### src/rtl/connect_send_adapter.sv
// rtl/connect_send_adapter.sv - credit-aware packetizer feeding one CONNECT network send port
module connect_send_adapter #(
  parameter int FLIT_DATA_WIDTH = 32,
  parameter int DEST_BITS       = 2,
  parameter int VC_BITS         = 1,
  parameter int NUM_VCS         = 2,
  parameter int CREDITS_PER_VC  = 8,
  localparam int FLIT_W         = 2 + FLIT_DATA_WIDTH + DEST_BITS + VC_BITS,
  localparam int CNT_W          = $clog2(CREDITS_PER_VC + 1)
) (
  input  logic                       CLK,
  input  logic                       RST_N,
  input  logic                       msg_valid,
  output logic                       msg_ready,
  input  logic [FLIT_DATA_WIDTH-1:0] msg_data,
  input  logic                       msg_last,
  input  logic [DEST_BITS-1:0]       msg_dest,
  input  logic [VC_BITS-1:0]         msg_vc,
  output logic [FLIT_W-1:0]          flit_out,
  output logic                       flit_en,
  input  logic [VC_BITS:0]           credit_in,
  output logic                       busy,
  output logic [15:0]                pkt_sent,
  output logic                       err_credit_ovf
);

  typedef enum logic {S_IDLE, S_BODY} state_t;

  state_t               state, state_nxt;
  logic [DEST_BITS-1:0] dest_q;
  logic [VC_BITS-1:0]   vc_q;
  logic [CNT_W-1:0]     credit     [NUM_VCS];
  logic [CNT_W-1:0]     credit_nxt [NUM_VCS];
  logic [VC_BITS-1:0]   sel_vc;
  logic [DEST_BITS-1:0] sel_dest;
  logic                 xfer;
  logic                 ovf_now;
  logic                 ret_valid;
  logic [VC_BITS-1:0]   ret_vc;

  assign sel_vc    = (state == S_IDLE) ? msg_vc : vc_q;
  assign sel_dest  = (state == S_IDLE) ? msg_dest : dest_q;
  assign xfer      = msg_valid & msg_ready;
  assign ret_valid = credit_in[VC_BITS];
  assign ret_vc    = credit_in[VC_BITS-1:0];
  assign busy      = (state == S_BODY);

  // A selected VC outside the tracked range never has credit.
  always_comb begin
    msg_ready = 1'b0;
    for (int v = 0; v < NUM_VCS; v++) begin
      if (sel_vc == VC_BITS'(v) && credit[v] != '0) msg_ready = 1'b1;
    end
  end

  always_comb begin
    state_nxt = state;
    case (state)
      S_IDLE: if (xfer && !msg_last) state_nxt = S_BODY;
      S_BODY: if (xfer && msg_last) state_nxt = S_IDLE;
      default: state_nxt = S_IDLE;
    endcase
  end

  // Simultaneous send and return on one VC cancel; a return at full credit is an error.
  always_comb begin
    ovf_now = 1'b0;
    for (int v = 0; v < NUM_VCS; v++) begin
      credit_nxt[v] = credit[v];
      if (ret_valid && ret_vc == VC_BITS'(v)) begin
        if (!(xfer && sel_vc == VC_BITS'(v))) begin
          if (credit[v] == CNT_W'(CREDITS_PER_VC)) ovf_now = 1'b1;
          else credit_nxt[v] = credit[v] + CNT_W'(1);
        end
      end else if (xfer && sel_vc == VC_BITS'(v)) begin
        credit_nxt[v] = credit[v] - CNT_W'(1);
      end
    end
  end

  always_ff @(posedge CLK) begin
    if (!RST_N) begin
      state          <= S_IDLE;
      dest_q         <= '0;
      vc_q           <= '0;
      flit_en        <= 1'b0;
      flit_out       <= '0;
      pkt_sent       <= '0;
      err_credit_ovf <= 1'b0;
      for (int v = 0; v < NUM_VCS; v++) credit[v] <= CNT_W'(CREDITS_PER_VC);
    end else begin
      state          <= state_nxt;
      flit_en        <= xfer;
      flit_out       <= xfer ? {1'b1, msg_last, sel_dest, sel_vc, msg_data} : '0;
      err_credit_ovf <= err_credit_ovf | ovf_now;
      for (int v = 0; v < NUM_VCS; v++) credit[v] <= credit_nxt[v];
      if (state == S_IDLE && xfer && !msg_last) begin
        dest_q <= msg_dest;
        vc_q   <= msg_vc;
      end
      if (xfer && msg_last) pkt_sent <= pkt_sent + 16'd1;
    end
  end

endmodule

### config.mk
export PLATFORM = sky130hd
export DESIGN_NAME = connect_send_adapter
export DESIGN_NICKNAME = d
export VERILOG_FILES = /design/src/rtl/connect_send_adapter.sv
export SDC_FILE = /design/constraint.sdc
export NUM_CORES = 1
export LEC_CHECK = 0
export BUFFER_PORTS_ARGS = -buffer_cell sky130_fd_sc_hd__buf_2
export CORE_UTILIZATION = 51
export CTS_CLUSTER_DIAMETER = 50
export DETAILED_ROUTE_END_ITERATION = 10
export GPL_ROUTABILITY_DRIVEN = 1
export PLACE_DENSITY = 0.94
export SLEW_MARGIN = 0
export SYNTH_ARGS = -nofsm -noshare
export SYNTH_HDL_FRONTEND = slang
export SYNTH_SLANG_ARGS = --single-unit
### constraint.sdc
create_clock -name CLK -period 4.2 [get_ports CLK]
set_input_delay 0.84 -clock CLK [delete_from_list [all_inputs] [get_ports CLK]]
set_output_delay 0.84 -clock CLK [all_outputs]
set_load 0.01 [all_outputs]
; ---- After elaboration in Yosys (flattened, before gate mapping)
; Memories as Yosys holds them, arrays and structs flattened.
; Index checks and enable logic that the tools add are counted.
[word_totals]
ff_bits = 59
mem_bits_rw = 8
input_bits = 41
out_inout_bits = 57
elab_cells = 63
memories = 1
[mem_list]
columns = name, words, width, read_ports, rd_ports_with_merged_regs, write_ports, line
row1 = credit, 2, 4, 2, 0, 2, 32  ; logic [CNT_W-1:0] credit [NUM_VCS];
[classes]
n_addsub = 5
eq_ne = 2
muxes = 26
bitwise = 7
n_reduce_logical = 14
[ops]
columns = operator, count
row1 = 2-to-1 mux 4 bit, 10
row2 = 2-to-1 mux 37 bit, 1
row3 = adder 16 x 1 -> 16 bit (second input constant), 1
row4 = 2-to-1 mux 1 bit, 13
row5 = logical AND 1 bit, 10
row6 = adder 4 x 1 -> 4 bit (second input constant), 2
row7 = == test 4 bit (second input constant), 2
row8 = nonzero test 4 bit, 2
row9 = subtractor 4 x 1 -> 4 bit (second input constant), 2
row10 = inverter 1 bit, 3
row11 = OR 1 bit, 3
row12 = 2-to-1 mux 2 bit, 1
row13 = one-hot mux 1 bit (2 select lines), 1
row14 = AND reduction 2 bit, 1
row15 = AND 1 bit, 1
row16 = logical NOT 1 bit, 1

; ---- Longest topological paths before layout
[depth]
word_depth = 13
depth_mapped = 8
ltp_nobuf = 7

; ---- Worst setup path after synthesis
; No wires, ideal clock.
[synth_timing]
kind = input to register
from = input credit_in[1]
to = memory credit[0][3] (netlist name)
setup_ps = 83
arrival_ps = 2376
required_time_ps = 4117
setup_slack_ps = 1742
path_stages = 7
path_buffers = 0
cell_sequence = nor2b_1 inv_1 ha_1 a21o_1 a21oi_1 mux2_2 o221ai_1
[synth_rtl]
columns = item, line
row1 = start: declaration, 21  ; input logic [VC_BITS:0] credit_in,
row2 = end: declaration, 32

==> flow_metrics.env <==
export IMPL_status="finished clean"
export IMPL_crit_path_frequent_cell="mux2_4"
export IMPL_clk_pin_slew_ns=0.07
export IMPL_drv_cap=0
export IMPL_r2r_end="flit_out[28]$_SDFF_PN0_"
export IMPL_hold_buffers=0
export IMPL_die_h_um=74.32
export IMPL_core_area_um2=4880
export IMPL_ys_seq_area_frac=0.4953
export IMPL_finalSetupViolCount=0
export IMPL_drtAntennaViolNets=0
export IMPL_whs_ns=0.4615
export IMPL_grt_pass1_wl_mm=9.052
export IMPL_hpwl_mm=4.152
export IMPL_drt_iter0_markers=127
export IMPL_slew_headroom=0.5359
export IMPL_io_buffers=97
export IMPL_die_area_um2=5523
export IMPL_drive_gt1_frac=0.3190
export IMPL_worst_slew_pin_slew_ns=0.6953
export IMPL_tns_ns=0
export IMPL_drc=0
export IMPL_synth_net_count=322
export IMPL_finClkSkew_ns=0.007132
export IMPL_finalHoldViolCount=0
export IMPL_clk_path_buf_depth=2
export IMPL_crit_buf_inv=2
export IMPL_cts_sink_count=66
export IMPL_crit_path_start_kind="flop"
export IMPL_num_io_pins=98
export IMPL_grt_overflow=0
export IMPL_synth_ff_type="dfxtp_1"
export IMPL_synth_top_area_share=0.4953
export IMPL_power_total_mw=1.503
export IMPL_cts_tree="built"
export IMPL_leakagePower_nw=1.522
export IMPL_dpl_cell_area_um2=3164
export IMPL_ff2ff_path_depth=6
export IMPL_crit_type="flop to output pin"
export IMPL_path_delay_family="multiplexers"
export IMPL_area_growth_pct=25.84
export IMPL_hold_path_depth=2
export IMPL_antenna_found_initial=0
export IMPL_synthArstFlopShare=0
export IMPL_drv_slew=0
export IMPL_worstHoldPathType="flop to flop"
export IMPL_synth_warnings=0
export IMPL_worstHoldEndpoint="dest_q[0]$_SDFFE_PN0P_"
export IMPL_crit_slowest_cell="dfxtp_1"
export IMPL_critPathCaptureType="output pin"
export IMPL_crit_arrival_ns=1.98
export IMPL_grt_util_all_layers=0.2173
export IMPL_min_from="dest_q[0]$_SDFFE_PN0P_"
export IMPL_cts_htree_levels=3
export IMPL_crit_fanout=34
export IMPL_post_route_period_util=0.6718
export IMPL_power_density_nw_per_um2=447.8
export IMPL_synth_edf_count=0
export IMPL_final_cell_area_um2=3357
export IMPL_synth_cells=274
export IMPL_die_x_um=74.32
export IMPL_max_freq_mhz=354.4
export IMPL_final_nets=417
export IMPL_gp_congestion=0.8970
export IMPL_cts_resized=0
export IMPL_timing_reg2reg_setup_slack_ns=1.63
export IMPL_rows=25
export IMPL_synth_seq_cells=66
export IMPL_synthTopCellsByArea="dfxtp_1, and2_1, or4_1"
export IMPL_wl_per_cell_um=13.29
export IMPL_start_util=0.5467
export IMPL_cpPeakStageDelay_ns=0.56
export IMPL_vdd_drop_max_v=0.0002420
export IMPL_cts_root_buf="clkbuf_8"
export IMPL_first_pass_iters=4
export IMPL_viasPerCell=5.493
export IMPL_path_cells="mux2_4 -> mux2_4 -> inv_1 -> buf_2"
export IMPL_crit_required_ns=3.36
export IMPL_syn_area_um2=2668
export IMPL_synth_distinct_cells=42
export IMPL_routed_wl_mm=5.848
export IMPL_synth_area_leader_cell="dfxtp_1"
export IMPL_antenna_cells=0
export IMPL_grt_pass1_vias=2118
export IMPL_grt_setup_unrepaired="false"
export IMPL_avgSynthCellArea_um2=9.736
export IMPL_min_period_ns=2.822
export IMPL_worst_skew_pair_late_latency_ns=0.33
export IMPL_vias=2417
export IMPL_postCtsSetupRepairBufs=0
export IMPL_grt_max_degree=35
export IMPL_cts_buffers=9
-- cells in the final DEF, fill, tap and decap left out, types with 2 or more instances in the layout --
cell type and instances:
buf_2 97, dfxtp_1 66, and2_1 33, nand2_1 22
a21oi_1 18, or4_1 13, nand3_1 12, o31ai_1 12
clkbuf_8 10, mux2i_1 9, inv_1 8, nor2_1 7
nor3_1 5, or3_1 5, ha_1 5, nor4_1 4
o21ai_0 4, xnor2_1 3, nand4_1 3, o31a_1 3
mux2_4 2, a21o_1 2, o32ai_1 2, o22ai_1 2
nand2b_1 2, or2_2 2, a31oi_1 2, o221ai_1 2
fa_1 2, clkinvlp_4 2, clkinv_2 2
-- power breakdown --
group	internal (mW)	switching, mW	total (mW)	leakage [nW]
registers	0.673	0.0367	0.709	0.539
clock network	0.285	0.230	0.514	0.0941
logic	0.125	0.155	0.280	0.888
total	1.08	0.421	1.50	1.52
-- state kept, by name (all words and copies together) (netlist names), named ones only --
register / count
vc_q: 1
err_credit_ovf: 1
flit_out: 37
dest_q: 2
pkt_sent: 16
credit: 8
-- per-stage QoR --
stage | util | cells | worst slack, ns
final | 0.6879 | 440 | 1.378
after global routing | 0.6879 | 440 | 1.322
after CTS | 0.6879 | 440 | 1.383
after detailed placement | 0.6485 | 425 | 1.296
after global placement | 0.6485 | 425 | 1.372
after floorplan | - | 274 | 1.742
-- cells by family (layout without fill, tap and decap cells) --
family	count (synthesis)	in the layout	synth area share
flops	66	66	0.4953
xor+xnor	3	3	0.009852
compound gates	51	51	0.1266
simple gates	113	113	0.2406
fa+ha+maj	7	7	0.03846
buf+inv	22	121	0.03986
mux	12	12	0.04925
-- cells in the mapped netlist (2+ instances only) --
| library cell | count |
|---|---|
| dfxtp_1 | 66 |
| and2_1 | 33 |
| nand2_1 | 22 |
| a21oi_1 | 18 |
| or4_1 | 13 |
| nand3_1 | 12 |
| o31ai_1 | 12 |
| mux2i_1 | 9 |
| clkbuf_1 | 8 |
| inv_1 | 8 |
| nor2_1 | 7 |
| ha_1 | 5 |
| nor3_1 | 5 |
| or3_1 | 5 |
| nor4_1 | 4 |
| o21ai_0 | 4 |
| nand4_1 | 3 |
| o31a_1 | 3 |
| xnor2_1 | 3 |
| a21o_1 | 2 |
| a31oi_1 | 2 |
| buf_4 | 2 |
| buf_6 | 2 |
| fa_1 | 2 |
| mux2_4 | 2 |
| nand2b_1 | 2 |
| o221ai_1 | 2 |
| o22ai_1 | 2 |
| o32ai_1 | 2 |
| or2_2 | 2 |
-- metal layers --
layer  track usage  vias to the layer above  share of wire
li1              -                     1176              -
met1        0.2381                     1116           0.41
met2        0.3768                      112           0.51
met3       0.05285                       13          0.063
met4        0.1384                        0          0.017
met5             0                        -              0
-- layout make-up --
cell class                 instances  area [µm²]
fill                             410        1523
multi-input combinational        186        1240
tap                               67       83.83
inverter                           9       33.78
timing repair buffer              97       485.5
sequential                        66        1321
clock inverter                     5       55.05
clock buffer                      10       137.6
-- worst register-to-register path, stage by stage (launching register included) --
cell     delay (ns)
dfxtp_1        0.56
mux2_4         0.37
mux2_4         0.44
inv_1          0.14
nand3_1        0.18
inv_1          0.58
and2_1         0.23
-- worst max-delay path by stage --
stage	endpoint	cells past startpoint
after floorplan	credit[0][3]$_SDFFE_PN1P_	7
after global placement	flit_out[27]$_SDFF_PN0_	7
after detailed placement	flit_out[28]$_SDFF_PN0_	7
after CTS	msg_ready	4
after global routing	msg_ready	4
final	msg_ready	4
(Power assumes the default switching activity.)
